## config.mk

```make
export PLATFORM = sky130hd
export DESIGN_NAME = dsp_mac_seq_flat
export DESIGN_NICKNAME = d
export VERILOG_FILES = /design/src/rtl/dsp_mac_seq_if.sv /design/src/rtl/dsp_mac_seq.sv /design/src/flat_wrapper.sv
export SDC_FILE = /design/constraint.sdc
export NUM_CORES = 1
export LEC_CHECK = 0
export CAP_MARGIN = 5
export CORE_MARGIN = 3
export CORE_UTILIZATION = 47
export CTS_CLUSTER_DIAMETER = 80
export DETAILED_ROUTE_END_ITERATION = 8
export GPL_TIMING_DRIVEN = 0
export PLACE_DENSITY = 0.76
export SLEW_MARGIN = 0
export SYNTH_ARGS = -nofsm -noshare
export SYNTH_HDL_FRONTEND = slang
export SYNTH_SLANG_ARGS = --single-unit
```

## constraint.sdc

```tcl
create_clock -name clk -period 2.2 [get_ports clk]
set_input_delay 0.22 -clock clk [delete_from_list [all_inputs] [get_ports clk]]
set_output_delay 0.22 -clock clk [all_outputs]
set_load 0.01 [all_outputs]
```

## src/rtl/dsp_mac_seq_if.sv

```systemverilog
// Control bus between a MAC sequencer and its environment: operation request,
// operand stream handshake, datapath enables/OPMODE and status.
interface dsp_mac_seq_if #(
   parameter int LEN_W = 8
);
   logic             i_start;
   logic [LEN_W-1:0] i_len;
   logic             i_abort;
   logic             i_in_valid;
   logic             o_in_ready;
   logic             o_ce_ab;
   logic             o_ce_m;
   logic             o_ce_p;
   logic [7:0]       o_opmode;
   logic             o_busy;
   logic             o_done;

   modport master (
      output i_start, i_len, i_abort, i_in_valid,
      input  o_in_ready, o_ce_ab, o_ce_m, o_ce_p, o_opmode, o_busy, o_done
   );

   modport slave (
      input  i_start, i_len, i_abort, i_in_valid,
      output o_in_ready, o_ce_ab, o_ce_m, o_ce_p, o_opmode, o_busy, o_done
   );
endinterface

```

## src/rtl/dsp_mac_seq.sv

```systemverilog
// Control-only sequencer for one multiply-accumulate vector operation on an
// A/B -> M -> P pipelined DSP datapath.
module dsp_mac_seq #(
   parameter int         LEN_W   = 8,
   parameter logic [7:0] OP_LOAD = 8'h01,
   parameter logic [7:0] OP_ACC  = 8'h09,
   parameter logic [7:0] OP_ZERO = 8'h00
) (
   input logic          clk,
   input logic          rst,
   dsp_mac_seq_if.slave bus
);

   typedef enum logic [2:0] {
      S_IDLE  = 3'd0,
      S_CLR   = 3'd1,
      S_RUN   = 3'd2,
      S_DRAIN = 3'd3,
      S_DONE  = 3'd4
   } state_t;

   state_t           r_state;
   logic [LEN_W-1:0] r_cnt;
   logic             r_v1;
   logic             r_v2;
   logic             r_f1;
   logic             r_f2;
   logic             r_first_pend;

   logic             w_in_ready;
   logic             w_acc;
   logic             w_first;
   logic             w_ce_p;
   logic [7:0]       w_opmode;
   logic [LEN_W-1:0] w_len;

   assign w_len = bus.i_len;

   // Handshake decode and the tag marking the first pair of an operation.
   always_comb begin
      w_in_ready = (r_state == S_RUN);
      w_acc      = bus.i_in_valid & w_in_ready;
      w_first    = w_acc & r_first_pend;
   end

   // P-stage enable and OPMODE; CLR owns P for its single cycle.
   always_comb begin
      w_ce_p   = r_v2 | (r_state == S_CLR);
      w_opmode = 8'h00;
      if (r_state == S_CLR) begin
         w_opmode = OP_ZERO;
      end else if (r_v2) begin
         w_opmode = r_f2 ? OP_LOAD : OP_ACC;
      end else begin
         w_opmode = 8'h00;
      end
   end

   assign bus.o_in_ready = w_in_ready;
   assign bus.o_ce_ab    = w_acc;
   assign bus.o_ce_m     = r_v1;
   assign bus.o_ce_p     = w_ce_p;
   assign bus.o_opmode   = w_opmode;
   assign bus.o_busy     = (r_state != S_IDLE);
   assign bus.o_done     = (r_state == S_DONE);

   // Operation FSM plus the valid/first shadow of the A/B -> M -> P pipeline.
   always_ff @(posedge clk or posedge rst) begin
      if (rst) begin
         r_state      <= S_IDLE;
         r_cnt        <= '0;
         r_v1         <= 1'b0;
         r_v2         <= 1'b0;
         r_f1         <= 1'b0;
         r_f2         <= 1'b0;
         r_first_pend <= 1'b0;
      end else if (bus.i_abort) begin
         r_state      <= S_IDLE;
         r_cnt        <= '0;
         r_v1         <= 1'b0;
         r_v2         <= 1'b0;
         r_f1         <= 1'b0;
         r_f2         <= 1'b0;
         r_first_pend <= 1'b0;
      end else begin
         r_v1 <= w_acc;
         r_f1 <= w_first;
         r_v2 <= r_v1;
         r_f2 <= r_f1;
         case (r_state)
            S_IDLE: begin
               if (bus.i_start) begin
                  if (w_len == '0) begin
                     r_state <= S_CLR;
                  end else begin
                     r_cnt        <= w_len;
                     r_first_pend <= 1'b1;
                     r_state      <= S_RUN;
                  end
               end else begin
                  r_state <= S_IDLE;
               end
            end
            S_CLR: begin
               r_state <= S_DONE;
            end
            S_RUN: begin
               if (w_acc) begin
                  r_cnt        <= r_cnt - LEN_W'(1);
                  r_first_pend <= 1'b0;
                  if (r_cnt == LEN_W'(1)) begin
                     r_state <= S_DRAIN;
                  end else begin
                     r_state <= S_RUN;
                  end
               end else begin
                  r_state <= S_RUN;
               end
            end
            S_DRAIN: begin
               // Last product is entering P exactly when v2 is set and v1 is empty.
               if (r_v2 && !r_v1) begin
                  r_state <= S_DONE;
               end else begin
                  r_state <= S_DRAIN;
               end
            end
            S_DONE: begin
               r_state <= S_IDLE;
            end
            default: begin
               r_state <= S_IDLE;
            end
         endcase
      end
   end

endmodule

```

## src/flat_wrapper.sv

```systemverilog
// flat-port wrapper written by rule: the top's interface ports become plain ports
module dsp_mac_seq_flat 
#(
   parameter int         LEN_W   = 8,
   parameter logic [7:0] OP_LOAD = 8'h01,
   parameter logic [7:0] OP_ACC  = 8'h09,
   parameter logic [7:0] OP_ZERO = 8'h00
)
  (clk, rst, bus_i_start, bus_i_len, bus_i_abort, bus_i_in_valid, bus_o_in_ready, bus_o_ce_ab, bus_o_ce_m, bus_o_ce_p, bus_o_opmode, bus_o_busy, bus_o_done);
  dsp_mac_seq_if #(.LEN_W(LEN_W)) bus_i ();
  input logic clk;
  input logic rst;
  input wire logic [$bits(bus_i.i_start)-1:0] bus_i_start;
  input wire logic [$bits(bus_i.i_len)-1:0] bus_i_len;
  input wire logic [$bits(bus_i.i_abort)-1:0] bus_i_abort;
  input wire logic [$bits(bus_i.i_in_valid)-1:0] bus_i_in_valid;
  output wire logic [$bits(bus_i.o_in_ready)-1:0] bus_o_in_ready;
  output wire logic [$bits(bus_i.o_ce_ab)-1:0] bus_o_ce_ab;
  output wire logic [$bits(bus_i.o_ce_m)-1:0] bus_o_ce_m;
  output wire logic [$bits(bus_i.o_ce_p)-1:0] bus_o_ce_p;
  output wire logic [$bits(bus_i.o_opmode)-1:0] bus_o_opmode;
  output wire logic [$bits(bus_i.o_busy)-1:0] bus_o_busy;
  output wire logic [$bits(bus_i.o_done)-1:0] bus_o_done;
  assign bus_i.i_start = bus_i_start;
  assign bus_i.i_len = bus_i_len;
  assign bus_i.i_abort = bus_i_abort;
  assign bus_i.i_in_valid = bus_i_in_valid;
  assign bus_o_in_ready = bus_i.o_in_ready;
  assign bus_o_ce_ab = bus_i.o_ce_ab;
  assign bus_o_ce_m = bus_i.o_ce_m;
  assign bus_o_ce_p = bus_i.o_ce_p;
  assign bus_o_opmode = bus_i.o_opmode;
  assign bus_o_busy = bus_i.o_busy;
  assign bus_o_done = bus_i.o_done;
  dsp_mac_seq #(.LEN_W(LEN_W), .OP_LOAD(OP_LOAD), .OP_ACC(OP_ACC), .OP_ZERO(OP_ZERO)) u_core (.clk(clk), .rst(rst), .bus(bus_i));
endmodule
```

## Yosys cells after proc, flatten, opt, wreduce, memory -nomap -nowiden

Index checks and enable logic that the tools add are counted.

- ROM bits: 0
- Bits of input ports: 13
- Memory bits (writable): 0
- Latch bits: 0
- Word-level logic and storage cells: 50
- Memories: 0
- Output and inout bits: 14
- Flip-flop bits (word level): 16

- $lt $le $gt $ge: 0
- Multiplexer cells: 24
- Bitwise operators: 3
- Shift-type cells: 0
- Reduce and logical (&&, ||, !) cells: 7
- Add/sub/neg operators: 1
- Div/mod/pow operators: 0
- Equality and inequality tests: 8
- Multiply operators: 0

Operator list:

| cell | count |
|---|---|
| 8-bit 2-to-1 mux | 6 |
| 8-bit one-hot mux with 2 select lines | 1 |
| 3-bit one-hot mux with 4 select lines | 1 |
| 1-bit 2-to-1 mux | 10 |
| 8-bit by 1-bit equality test with 1-bit output (second input constant) | 1 |
| 8-bit logical NOT | 1 |
| 8-bit by 1-bit subtractor with 8-bit output (second input constant) | 1 |
| 3-bit by 2-bit equality test with 1-bit output (second input constant) | 2 |
| 3-bit 2-to-1 mux | 2 |
| 3-bit inequality test (second input constant) | 2 |
| 3-bit nonzero test | 2 |
| 2-bit 2-to-1 mux | 2 |
| 4-bit 2-to-1 mux | 1 |
| 4-bit AND reduction | 1 |
| 3-bit by 1-bit equality test with 1-bit output (second input constant) | 1 |
| 3-bit equality test (second input constant) | 1 |
| 3-bit logical NOT | 1 |
| 3-bit by 2-bit inequality test with 1-bit output (second input constant) | 1 |
| 1-bit AND | 2 |
| 1-bit one-hot mux with 2 select lines | 1 |
| 1-bit logical AND | 1 |
| 1-bit logical NOT | 1 |
| 1-bit OR | 1 |

## Logic depth before layout (Yosys ltp)

- Depth after elaboration: 5
- Depth in mapped cells: 6
- Depth with buffers taken out: 6

## Worst setup path before layout

No wires, ideal clock.

- Path kind: reg2reg
- Start point: register u_core.r_cnt[4]
- End point: register u_core.r_cnt[7]
- Clock period less this slack: 1.812 ns
- Library setup time: 0.065 ns
- Cell stages (with the launch flop): 5
- Setup slack: 0.388 ns
- Required time: 2.135 ns
- Buffers on the path: 0
- Data arrival time: 1.747 ns
- Cells stage by stage: dfrtp_1 or4_1 or4b_1 a221oi_2 a31o_1

- Cells in the longest elaborated chain, start to end: 4

RTL lines:

| item | line | RTL |
|---|---|---|
| start, declared | dsp_mac_seq.sv:23 | `logic [LEN_W-1:0] r_cnt;` |
| start signal, assigned | dsp_mac_seq.sv:96 | `r_cnt <= w_len;` |
| start signal, assigned | dsp_mac_seq.sv:109 | `r_cnt <= r_cnt - LEN_W'(1);` |
| 8-bit by 1-bit subtractor with 8-bit output | dsp_mac_seq.sv:109 |  |
| 8-bit 2-to-1 mux | dsp_mac_seq.sv:108 | `if (w_acc) begin` |
| 8-bit one-hot mux with 2 select lines | dsp_mac_seq.sv:90 | `case (r_state)` |
| 8-bit 2-to-1 mux | dsp_mac_seq.sv:77 | `end else if (bus.i_abort) begin` |

Every way passes these cells. The select of a mux whose other input is x is not followed.
A chain may end at the register's enable or synchronous reset.

## Worst setup path in the final report

- Start point: register u_core.r_state[0]
- End point: register u_core.r_cnt[7]

- Cells in the longest elaborated chain, start to end: 4
- Elaborated cells on any way between the ends: 10
- Those cells by class: eq/ne: 4; mux: 2; bitwise: 1; reduce/logical: 3

RTL lines:

| item | line | RTL |
|---|---|---|
| start, declared | dsp_mac_seq.sv:22 | `state_t r_state;` |
| start signal, assigned | dsp_mac_seq.sv:70 | `r_state <= S_IDLE;` |
| start signal, assigned | dsp_mac_seq.sv:78 | `r_state <= S_IDLE;` |
| start signal, assigned | dsp_mac_seq.sv:94 | `r_state <= S_CLR;` |
| 3-bit by 2-bit equality test with 1-bit output | dsp_mac_seq.sv:41, dsp_mac_seq.sv:90 |  |
| 1-bit AND | dsp_mac_seq.sv:42 | `w_acc = bus.i_in_valid & w_in_ready;` |
| 3-bit by 2-bit inequality test with 1-bit output (no source line) | -- |  |
| 4-bit AND reduction (no source line) | -- |  |

Parallel ways exist; a longest one is shown, timed or not.

==> flow_summary.yaml <==
placed_design:
  place.gp.congestion: 0.867
  place_inst: 169
  postPlaceCellArea_sq_um: 1270
  hpwlAfterDp_um: 1790
  place_ws_ns: -0.0659
  port_buffers: 20
critical_path:
  cp.required_ns: 2.40
  cpLargestDelayFamily: "compound AO/OA/AOI/OAI gates"
  arrival_ns: 2.27
  path_max_fanout: 10
  ff2ff_path_depth: 6
  end_kind: "register"
  start_kind: "register"
  slowest_delay_ns: 0.54
  crit_chain: "buf_4 > or4b_1 > a21o_1 > clkbuf_1 > o2bb2ai_1 > a31o_1"
  cp.buffers_inverters: 2
  crit_cells: 6
  critPathKind: "reg2reg"
  cpMaxStageDelayCell: "or4b_1"
synthesis:
  synth_edf_count: 0
  synth_compound_area_frac: 0.213
  synth-seq-cells: 16
  synth_mux_area_frac: 0
  synth_top_area_frac: 0.392
  synth-xor-area-share: 0
  netlist_instances: 117
  ys_top_cells_by_area: "dfrtp_1, a21oi_1, buf_4"
  synth_fa_ha_area_frac: 0.0245
  async_flop_share: 1.00
  yosys.area.top_type: "dfrtp_1"
  synth_area_per_cell_sq_um: 8.73
  synth_cell_types: 39
  synth_ff_type: "dfrtp_1"
  seq_area_frac_synth: 0.392
  yosys_warnings: 0
  synth-simple-area-share: 0.270
  synth_top_family_by_area: "simple AND/OR/NAND/NOR gates"
  syn_area_sq_um: 1020
timing:
  hold_ws_ns: 0.285
  post-route-min-period_ns: 2.07
  rsz0062_at_grt: "false"
  clock.fmax_mhz: 484
  tightest_slew_ns: 0.632
  fin_crit_sh: 0.939
  skew_ns: 0.00950
  slew_violations: 0
  tns_ns: 0
  setup-violations-final: 0
  relSlewSlack: 0.578
  fin_ws_ns: 0.133
  hold_violations: 0
clock_tree:
  cts_buffers: 3
  clkTransAtPathRegs_ns: 0.11
  clock_latency_ns: 0.30
  hold_buffers: 0
  clockRootBuffer: "clkbuf_4"
  h-tree-depth: 1
  cts_tree: "built"
  clkSinkCount: 16
  clockBufferDepth: 2
detailed_routing:
  final_antenna_net_count: 0
  drc: 0
  vias_per_cell: 5.86
  vias: 1032
  drt_iter0_markers: 19
  dr.pass1.iters: 5
  wl_per_cell_um: 14.5
  wl_um: 2560
outcome:
  status: "completed"
finish:
  drive_above_1_share: 0.168
  nNetsFinal: 165
  final_common_cell: "clkdlybuf4s50_1"
  fin_area_sq_um: 1360
  most-common-layout-cells: "clkdlybuf4s50_1, dfrtp_1, a21oi_1"
  fin_cells: 176
  syn_to_final_growth_pct: 33.2
  utilization: 0.679
  n_antenna_cell: 0
power:
  power_uw: 775
  p_leak_nw: 0.602
  irDropWorstVdd_v: 0.000380
  power_density_nw_per_um2: 570
global_route:
  antenna_found_initial: 0
  grt_util_all_layers: 0.214
  grt_pass1_wl_um: 4370
  grt_overflow: 0
  grt_max_degree: 17
  grt_pass1_vias: 1011
floorplan:
  core_sq_um: 2000
  start_util: 0.510
  die_w_um: 52.6
  die-area_sq_um: 2770
  row_count: 16
  die_y_um: 52.6
  io_pins: 27
flow_run:
  max_cap_violations: 0
worst_hold_path:
  hp-class: "in2async"
final timing paths:
kind / from / end / slack (ns)
worst min-delay path: rst / u_core.r_cnt[7]$_DFFE_PP0P_ / 0.29
worst max register to register: u_core.r_state[0]$_DFF_PP0_ / u_core.r_cnt[7]$_DFFE_PP0P_ / 0.13
worst min register to register: u_core.r_f1$_DFF_PP0_ / u_core.r_f2$_DFF_PP0_ / 0.48
min in group clk: u_core.r_f1$_DFF_PP0_ / u_core.r_f2$_DFF_PP0_ / 0.48
max in group asynchronous: rst / u_core.r_state[2]$_DFF_PP0_ / 1.46
worst max-delay path: u_core.r_state[0]$_DFF_PP0_ / u_core.r_cnt[7]$_DFFE_PP0P_ / 0.13
routing by layer:
layer,part of all wire,track usage
met5,0,0
met4,0.026,0.115
met3,0.056,0.0370
met2,0.47,0.331
met1,0.45,0.280
sequential cells by signal (all words and copies together) (netlist names):
name and cells:
u_core.r_state 3, u_core.bus.o_ce_m 1, u_core.r_cnt 8, u_core.r_v2 1, u_core.r_first_pend 1, u_core.r_f2 1, u_core.r_f1 1
synthesized netlist by cell type (2+ instances only):
library cell and instances:
a21boi_0 2, a21oi_1 10, a22oi_1 2, a311oi_1 2, and2_1 2, buf_4 6
clkbuf_1 4, dfrtp_1 16, ha_1 2, inv_1 7, nand2_1 10, nand3_1 2
nor2_1 8, nor2b_1 4, nor3_1 2, nor3b_1 2, nor4_1 6, o21ai_0 3
o32ai_1 5, or4_1 2, or4b_1 2
timing repair:
action,CTS,global route
cloned,0,0
endpoints found under the hold margin,0,0
setup endpoints to repair,1,2
resized for setup,9,2
setup buffers,3,0
kinds of logic (layout without fill, tap and decap cells):
family                   count (synthesis)  in the layout
AO/OA/AOI/OAI                           30             30
other                                    1              6
AND/OR/NAND/NOR                         48             48
buffers and inverters                   20             47
adder cells (fa/ha/maj)                  2              2
flip-flops                              16             16
final cells by class:
| class | instances | area, sq um |
|---|---|---|
| well taps | 27 | 33.8 |
| multi-input cells | 86 | 552 |
| clock buffers | 4 | 36.3 |
| inverters | 8 | 35.0 |
| flip-flops and latches | 16 | 403 |
| plain buffers | 12 | 78.8 |
| fillers | 177 | 642 |
| repair buffers | 23 | 221 |
where the power goes:
group / leakage [nW] / switching [mW] / total [mW] / internal, mW
clock: 0.0210 / 0.105 / 0.205 / 0.101
sequential: 0.213 / 0.0236 / 0.339 / 0.315
combinational: 0.369 / 0.120 / 0.231 / 0.111
Note: power is estimated with default switching activity, not from simulation.
